==> src/rtl/floppy_track_multi.sv <==
// floppy_track_multi: per-drive whole-track cache loader sharing one SD block port via a round-robin arbiter.
// Optional write-protect input `wp` is enabled by defining FLOPPY_WP_EN.
module floppy_track_multi #(
    parameter int unsigned NUM_DRIVES        = 2,
    parameter int unsigned SECTORS_PER_TRACK = 13,
    parameter int unsigned TRACK_BITS        = 6,
    parameter int unsigned REL_BITS          = 4,
    parameter int unsigned DRV_BITS          = 1
) (
    input  logic                             clk,
    input  logic                             reset_n,
    output logic [31:0]                      sd_lba,
    output logic [DRV_BITS-1:0]              sd_drive,
    output logic                             sd_rd,
    output logic                             sd_wr,
    input  logic                             sd_ack,
    input  logic [8:0]                       sd_buff_addr,
    input  logic                             sd_buff_wr,
    output logic [DRV_BITS+REL_BITS+8:0]     buf_addr,
    output logic                             buf_we,
    input  logic [NUM_DRIVES-1:0]            change,
    input  logic [NUM_DRIVES-1:0]            mount,
    input  logic [NUM_DRIVES*TRACK_BITS-1:0] track,
    input  logic [NUM_DRIVES-1:0]            active,
    input  logic [NUM_DRIVES-1:0]            ram_we,
`ifdef FLOPPY_WP_EN
    input  logic [NUM_DRIVES-1:0]            wp,
`endif
    output logic [NUM_DRIVES-1:0]            ready,
    output logic [NUM_DRIVES-1:0]            busy
);

    typedef enum logic [1:0] {S_IDLE, S_READ, S_WRITE} state_t;

    state_t                 r_state, w_state_nxt;
    logic [TRACK_BITS-1:0]  r_cur_track [NUM_DRIVES];
    logic [NUM_DRIVES-1:0]  r_ready, r_dirty, r_old_change, r_fall_pend, r_busy;
    logic [REL_BITS-1:0]    r_rel;
    logic [31:0]            r_lba;
    logic [DRV_BITS-1:0]    r_drv, r_ptr;
    logic                   r_rd, r_wr, r_old_ack, r_abort;

    logic [TRACK_BITS-1:0]  w_trk [NUM_DRIVES];
    logic [NUM_DRIVES-1:0]  w_need, w_rise, w_fall, w_wp;
    logic [DRV_BITS-1:0]    w_win, w_sel;
    logic                   w_found, w_ack_fall, w_last, w_abort_now;
    logic                   w_start_read, w_start_write, w_next_sector, w_done;
    logic [31:0]            w_read_lba, w_write_lba;

`ifdef FLOPPY_WP_EN
    assign w_wp = wp;
`else
    assign w_wp = '0;
`endif

    assign w_rise      = change & ~r_old_change;
    assign w_fall      = ~change & r_old_change;
    assign w_ack_fall  = r_old_ack & ~sd_ack;
    assign w_last      = (r_rel == REL_BITS'(SECTORS_PER_TRACK - 1));
    assign w_abort_now = r_abort | w_rise[r_drv];
    assign w_sel       = (r_state == S_IDLE) ? w_win : r_drv;
    assign w_read_lba  = 32'(w_trk[w_sel]) * 32'(SECTORS_PER_TRACK);
    assign w_write_lba = 32'(r_cur_track[w_win]) * 32'(SECTORS_PER_TRACK);

    always_comb begin
        for (int unsigned i = 0; i < NUM_DRIVES; i++) begin
            w_trk[i]  = track[i*TRACK_BITS +: TRACK_BITS];
            w_need[i] = r_ready[i] && ((r_cur_track[i] != w_trk[i]) || r_fall_pend[i] ||
                                       (r_dirty[i] && !active[i]));
        end
    end

    // Round-robin: first requester at or after the pointer, wrapping.
    always_comb begin
        int unsigned idx;
        idx     = 0;
        w_found = 1'b0;
        w_win   = '0;
        for (int unsigned k = 0; k < NUM_DRIVES; k++) begin
            idx = (32'(r_ptr) + k) % NUM_DRIVES;
            if (!w_found && w_need[idx]) begin
                w_found = 1'b1;
                w_win   = DRV_BITS'(idx);
            end
        end
    end

    always_comb begin
        w_state_nxt   = r_state;
        w_start_read  = 1'b0;
        w_start_write = 1'b0;
        w_next_sector = 1'b0;
        w_done        = 1'b0;
        unique case (r_state)
            S_IDLE: begin
                if (w_found) begin
                    if (r_dirty[w_win] && (r_cur_track[w_win] != '1) && !w_wp[w_win]) begin
                        w_start_write = 1'b1;
                        w_state_nxt   = S_WRITE;
                    end else begin
                        w_start_read = 1'b1;
                        w_state_nxt  = S_READ;
                    end
                end
            end
            S_READ, S_WRITE: begin
                if (w_ack_fall) begin
                    if (w_abort_now) begin
                        w_done      = 1'b1;
                        w_state_nxt = S_IDLE;
                    end else if (!w_last) begin
                        w_next_sector = 1'b1;
                    end else if (r_state == S_WRITE && r_cur_track[r_drv] != w_trk[r_drv]) begin
                        w_start_read = 1'b1;
                        w_state_nxt  = S_READ;
                    end else begin
                        w_done      = 1'b1;
                        w_state_nxt = S_IDLE;
                    end
                end
            end
            default: w_state_nxt = S_IDLE;
        endcase
    end

    always_ff @(posedge clk or negedge reset_n) begin
        if (!reset_n) r_state <= S_IDLE;
        else          r_state <= w_state_nxt;
    end

    // Per-drive bookkeeping; later statements take priority (change rise over everything).
    always_ff @(posedge clk or negedge reset_n) begin
        if (!reset_n) begin
            r_ready      <= '0;
            r_dirty      <= '0;
            r_old_change <= '0;
            r_fall_pend  <= '0;
            r_busy       <= '0;
            for (int unsigned i = 0; i < NUM_DRIVES; i++) r_cur_track[i] <= '1;
        end else begin
            r_old_change <= change;
            for (int unsigned i = 0; i < NUM_DRIVES; i++) begin
                if (w_fall[i]) r_fall_pend[i] <= 1'b1;
                if (32'(w_sel) == i) begin
                    if (w_start_read) begin
                        r_cur_track[i] <= w_trk[i];
                        r_dirty[i]     <= 1'b0;
                        r_fall_pend[i] <= 1'b0;
                    end
                    if (w_start_write) r_dirty[i] <= 1'b0;
                end
                if (ram_we[i] && r_ready[i] && !w_wp[i]) r_dirty[i] <= 1'b1;
                if (w_rise[i]) begin
                    r_ready[i]     <= mount[i];
                    r_cur_track[i] <= '1;
                    r_dirty[i]     <= 1'b0;
                end
            end
            if (w_done) r_busy <= '0;
            else if (r_state == S_IDLE && w_found) r_busy[w_win] <= 1'b1;
        end
    end

    always_ff @(posedge clk or negedge reset_n) begin
        if (!reset_n) begin
            r_lba     <= '0;
            r_rel     <= '0;
            r_drv     <= '0;
            r_ptr     <= '0;
            r_rd      <= 1'b0;
            r_wr      <= 1'b0;
            r_old_ack <= 1'b0;
            r_abort   <= 1'b0;
        end else begin
            r_old_ack <= sd_ack;
            if (r_state == S_IDLE && w_found) begin
                r_drv <= w_win;
                r_ptr <= DRV_BITS'((32'(w_win) + 1) % NUM_DRIVES);
            end
            if (w_state_nxt == S_IDLE)                 r_abort <= 1'b0;
            else if (r_state != S_IDLE && w_rise[r_drv]) r_abort <= 1'b1;
            if (w_start_read) begin
                r_lba <= w_read_lba;
                r_rel <= '0;
                r_rd  <= 1'b1;
                r_wr  <= 1'b0;
            end else if (w_start_write) begin
                r_lba <= w_write_lba;
                r_rel <= '0;
                r_wr  <= 1'b1;
            end else if (w_next_sector) begin
                r_lba <= r_lba + 32'd1;
                r_rel <= r_rel + 1'b1;
                r_rd  <= (r_state == S_READ);
                r_wr  <= (r_state == S_WRITE);
            end else if (sd_ack) begin
                r_rd <= 1'b0;
                r_wr <= 1'b0;
            end
        end
    end

    assign sd_lba   = r_lba;
    assign sd_drive = r_drv;
    assign sd_rd    = r_rd;
    assign sd_wr    = r_wr;
    assign ready    = r_ready;
    assign busy     = r_busy;
    assign buf_addr = {r_drv, r_rel, sd_buff_addr};
    assign buf_we   = sd_buff_wr & sd_ack;

endmodule

==> config.mk <==
export PLATFORM = sky130hd
export DESIGN_NAME = floppy_track_multi
export DESIGN_NICKNAME = d
export VERILOG_FILES = /design/src/rtl/floppy_track_multi.sv
export SDC_FILE = /design/constraint.sdc
export NUM_CORES = 1
export LEC_CHECK = 0
export ABC_AREA = 1
export CAP_MARGIN = 30
export CORE_MARGIN = 2
export CORE_UTILIZATION = 45
export DETAILED_ROUTE_END_ITERATION = 7
export PLACE_DENSITY = 0.77
export SLEW_MARGIN = 25
export SYNTH_ARGS = -nofsm -noshare
export SYNTH_HDL_FRONTEND = slang
export SYNTH_SLANG_ARGS = --single-unit
==> constraint.sdc <==
create_clock -name clk -period 6.5 [get_ports clk]
set_clock_uncertainty 0.2 [all_clocks]
set_input_delay 0.975 -clock clk [delete_from_list [all_inputs] [get_ports clk]]
set_output_delay 0.975 -clock clk [all_outputs]
set_load 0.05 [all_outputs]
# --- Word level (Yosys, flattened, before mapping) ---
# Index checks and enable logic that the tools add are counted.
classes:
  reduce_logical: 41
  add_sub_neg: 4
  n_lt_le_gt_ge: 8
  bitwise: 12
  n_mul: 2
  eq_ne: 10
  muxes: 91
op_table:
  columns: ["operator", "count"]
  rows:
  - ["2-to-1 mux 6 bit", 18]
  - ["2-to-1 mux 32 bit", 3]
  - ["2-to-1 mux 1 bit", 57]
  - ["adder 32 x 1 -> 32 bit (second input constant)", 1]
  - ["multiplier 6 x 4 -> 10 bit (second input constant)", 2]
  - ["inequality test 6 bit", 3]
  - ["2-to-1 mux 2 bit", 7]
  - ["logical AND 1 bit", 13]
  - ["2-to-1 mux 4 bit", 3]
  - ["nonzero test 2 bit", 6]
  - ["nonzero test 4 bit", 3]
  - ["AND reduction 2 bit", 5]
  - ["nonzero test 3 bit", 3]
  - ["less-than comparator 1 x 2 -> 1 bit (second input constant)", 4]
  - ["greater-or-equal comparator 2 bit (second input constant)", 3]
  - ["inequality test 6 bit (second input constant)", 1]
  - ["inverter 1 -> 2 bit", 3]
  - ["adder 4 x 1 -> 4 bit (second input constant)", 1]
  - ["AND 2 bit", 2]
  - ["== test 4 bit (second input constant)", 1]
  - ["zero test 1 bit", 4]
  - ["zero test 2 bit", 2]
  - ["logical OR 1 bit", 4]
  - ["inequality test 2 bit (second input constant)", 2]
  - ["other kinds (14)", 17]
totals:
  register_bits: 66
  inputBits: 33
  word_cells: 186

# --- Longest topological paths before layout ---
logic_depth:
  depth_word: 25
  mapped_depth: 31

# --- Worst setup path before layout ---
# OpenSTA, ideal clock, no wires.
synth_timing:
  kind: "input -> register"
  startpoint: "input port track[10]"
  endpoint: "register r_lba[9] (netlist: sd_lba[9])"
  setup_slack_ps: 1970
  setup_time_ps: 119
  path_stages: 27
  t_arrival_ps: 4211
  n_path_buf: 1
  path_cell_list: "inv_1 > nand2_1 > nand2_1 > nor2_1 > nand3_2 > nor2_2 > nor2_2 > nand2_4 > inv_2 > nand2_2 > nand2_2 > buf_4 > o21ai_0 > ha_1 > fa_1 > fa_1 > nand2_1 > nand2_1 > a21oi_1 > nor2_1 > o21ai_0 > nand2_1 > xor2_1 > nand3_1 > nand2_1 > nand2_1 > nand2_1"
synth_between:
  elab_chain_len: 22
  word_cells_on_any_way: 48
  cone_classes: "mul (2); eq/ne (3); mux (32); bitwise (2); reduce/logical (9)"
synth_lines:
  columns: ["item", "line", "source"]
  rows:
  - ["from (decl)", "23", "input logic [NUM_DRIVES*TRACK_BITS-1:0] track,"]
  - ["branches (longest 22 deep; another with inequality test 6 bit)", null, null]
  - ["to (signal assigned)", "183", "r_lba <= w_read_lba;"]
  - ["to (signal assigned)", "188", "r_lba <= w_write_lba;"]
  - ["to (signal assigned)", "192", "r_lba <= r_lba + 32'd1;"]
  - ["to (decl)", "39", "logic [31:0] r_lba;"]
# Parallel ways; which one is timed is not known. The select of a mux whose other input is x is not followed.
# A chain may end at the register's enable or synchronous reset.

# --- Final worst setup path ---
layout_timing:
  startpoint: "input port track[7]"
  endpoint: "register r_lba[9] (netlist: sd_lba[9])"
# The elaborated chain is that of the path after synthesis.

==> results.py <==
metrics = {
    "status": {
        "status": "finished clean",
    },
    "sta": {
        "fin_crit_sh": 0.8487,
        "final-max-slew-violation-count": 0,
        "hold_viol_final": 0,
        "max_slew.worst_pin.slew_ns": 0.8642,
        "fin_crit_ns": 5.517,
        "worst_slack_ns": 0.9835,
        "rsz0062_at_grt": "false",
        "setup_tns_ns": 0,
        "relSlewSlack": 0.4239,
        "fmax_mhz": 181.3,
        "finalSetupViolCount": 0,
    },
    "pwr": {
        "vdd_drop_max_mv": 0.2551,
        "p_leak_nw": 2.937,
        "switchingPower_mw": 1.635,
        "powerDensity_nw_per_um2": 529.9,
        "power_frac_seq": 0.201,
        "p_sw_frac": 0.5079,
        "internal-power_mw": 1.584,
        "p_clk_frac": 0.144,
        "pwr-share-comb": 0.656,
    },
    "final_layout": {
        "syn_to_final_growth_pct": 18.42,
        "layoutNonFillerInstCount": 868,
        "drive_above_1_share": 0.1181,
        "diodes": 0,
        "postLayoutCoreUtil": 0.5530,
        "layout.nets": 800,
    },
    "placed_design": {
        "post-place-cells": 852,
        "io_buffers": 68,
        "gp_congestion": 0.8877,
        "dpl.hpwl_um": 9567,
        "place_ws_ns": 0.6875,
    },
    "die": {
        "initial_core_util": 0.4670,
        "rows": 38,
        "die_y_um": 110.8,
        "die_area_um2": 12270,
        "coreArea_um2": 10980,
        "ios": 87,
        "die_w_um": 110.8,
    },
    "worst_setup_path": {
        "crit_required_ns": 6.54,
        "crit_fanout": 20,
        "crit_arrival_ns": 5.55,
        "worstRegToRegCells": 26,
        "end_kind": "flop",
        "crit_type": "input pin to flop",
        "startpoint_type": "input pin",
    },
    "job": {
        "drv_cap": 0,
    },
    "detailed_routing": {
        "wl_per_cell_um": 14.62,
        "via_count": 4518,
        "drc": 0,
        "ant_nets": 0,
        "drtIter0Drc": 195,
        "dr.pass1.iters": 5,
        "viasPerCell": 5.205,
        "drt_wl_total_um": 12690,
    },
    "clock_tree": {
        "cts.sinks": 66,
        "worstSkewPairLatency_ns": 0.34,
        "clock-root-buffer": "clkbuf_16",
        "cts_tree": "built",
        "cts_max_level": 3,
        "post_cts_buffers": 0,
        "cts_buffers": 9,
        "ctsResizeCount": 0,
        "clk_pin_slew_worst_paths_ns": 0.06,
        "ctsHoldBuffers": 0,
        "cts_buffer_depth": 2,
    },
    "yosys": {
        "synthesis.nets": 742,
        "yosys.area_share.simple": 0.3281,
        "async_flop_share": 1.000,
        "synthesis.area_um2": 5129,
        "synth_top_family_by_area": "simple AND/OR/NAND/NOR gates",
        "synth_xor_area_frac": 0.06319,
        "synth-adder-area-share": 0.1161,
        "ys_ff_latch": 66,
        "synth_top_area_frac": 0.2635,
        "synth_warnings": 0,
        "synth-compound-area-share": 0.05831,
        "synth_ff_type": "dfrtp_1",
        "synth_top_cell_by_area": "dfrtp_1",
        "synth_most_common_cell": "nand2_1",
        "synth_common_cells": "nand2_1, inv_1, nand3_1",
        "synth-edff-count": 0,
        "seq_area_frac_synth": 0.3250,
        "synth.area.top_cells": "dfrtp_1, nand2_1, ha_1",
        "synth_mux_area_frac": 0,
        "avgSynthCellArea_um2": 7.712,
        "synth_cells": 665,
        "yosysUniqueCellTypes": 44,
    },
    "worst_hold_path": {
        "hold_path.class": "flop to flop",
        "hold_path_depth": 2,
    },
    "global_routing": {
        "grt_max_degree": 67,
        "grt-ovfl-total": 0,
        "antenna_found_initial": 0,
        "grt_pass1_vias": 4478,
        "grt.total_usage": 0.2085,
        "grt_pass1_wl_um": 20950,
    },
}
==> through the flow <==
step	hold slack (ns)	total power [mW]	area (um^2)
floorplan	0.2530	2.304	5129
global placement	0.2707	2.673	5794
detailed placement	0.2774	2.735	5794
CTS	0.2928	3.222	6073
global route	0.3227	3.495	6073
finish	0.2877	3.218	6073
==> layout by cell type, fill, tap and decap left out, types with 9 or more instances in the layout <==
master           Yosys  routed
nand2_1            158     158
inv_1               86      86
nand3_1             74      74
clkdlybuf4s50_1      0      67
dfrtp_1             54      54
nor2_1              48      48
ha_1                38      38
o21ai_0             29      29
xor2_1              24      24
nor2_2              16      16
xnor2_1             13      13
nand4_1             12      12
dfstp_2             12      12
a21oi_1              9       9
clkbuf_16            0       9
==> routing by layer <==
layer / up-vias / GRT usage / part of all wire / routed length (um)
li1: 2236 / - / - / -
met1: 2103 / 0.2568 / 0.42 / 5390
met2: 152 / 0.3583 / 0.50 / 6312
met3: 27 / 0.05522 / 0.058 / 741
met4: 0 / 0.06250 / 0.019 / 244
met5: - / 0 / 0 / 0
==> layout make-up <==
class,count,area (um^2)
fillers,1021,4910
multi-input cells,481,2902
inverters,96,367.9
clock buffers,9,225.2
well taps,140,175.2
repair buffers,69,683.2
flip-flops and latches,66,1667
clock inverters,7,53.80
==> power by group through the flow <==
| stage | clock, mW | combinational [mW] | sequential [mW] |
|---|---|---|---|
| 6_report | 0.462 | 2.11 | 0.646 |
| 5_1_grt | 0.489 | 2.34 | 0.663 |
| 4_1_cts | 0.470 | 2.11 | 0.645 |
| 3_5_place_dp | 0 | 2.09 | 0.649 |
| 3_3_place_gp | 0 | 2.03 | 0.647 |
| 2_1_floorplan | 0 | 1.51 | 0.797 |
==> final timing paths <==
path / slack (ns) / startpoint / to
setup / recovery: 0.98 / track[7] / sd_lba[9]$_DFFE_PN0P_
hold / removal: 0.29 / sd_rd$_DFFE_PN0P_ / sd_rd$_DFFE_PN0P_
setup reg to reg: 1.62 / r_cur_track[1]$_DFFE_PN1P_ / sd_lba[9]$_DFFE_PN0P_
hold reg to reg: 0.29 / sd_rd$_DFFE_PN0P_ / sd_rd$_DFFE_PN0P_
max in group asynchronous: 4.91 / reset_n / ready[1]$_DFFE_PN0P_
min in group asynchronous: 0.63 / reset_n / sd_lba[28]$_DFFE_PN0P_
==> cell families (layout without fill, tap and decap cells) <==
logic type / count (synthesis) / count (layout)
AND/OR/NAND/NOR: 347 / 347
buffers and inverters: 118 / 181
flip-flops: 66 / 66
AO/OA/AOI/OAI: 53 / 53
adder cells (fa/ha/maj): 44 / 44
XOR/XNOR: 37 / 37
==> sequential cells by signal (all words and copies together), names as in the netlist <==
name          count
r_old_ack         1
r_rel             4
sd_wr             1
ready             2
busy              2
r_ptr             1
r_dirty           2
r_old_change      2
r_state           2
sd_lba           32
r_cur_track      12
sd_drive          1
sd_rd             1
r_abort           1
r_fall_pend       2
==> worst max-delay path, stage by stage <==
cell,delay (ns)
clkdlybuf4s50_1,0.56
inv_1,0.06
nand2_1,0.07
nand2_1,0.07
nor2_2,0.10
nand3_2,0.15
nor2_2,0.12
nor2_2,0.07
nand2_4,0.16
inv_2,0.06
nand2_2,0.08
nand2_2,0.25
o21ai_0,0.45
ha_1,0.33
fa_1,0.51
fa_1,0.47
nand2_1,0.09
nand2_1,0.05
a21oi_1,0.19
nor2_1,0.06
o21ai_0,0.15
nand2_1,0.08
xor2_1,0.15
nand3_1,0.11
nand2_1,0.07
nand2_1,0.05
nand2_1,0.05
Note: power is estimated with default switching activity, not from simulation.
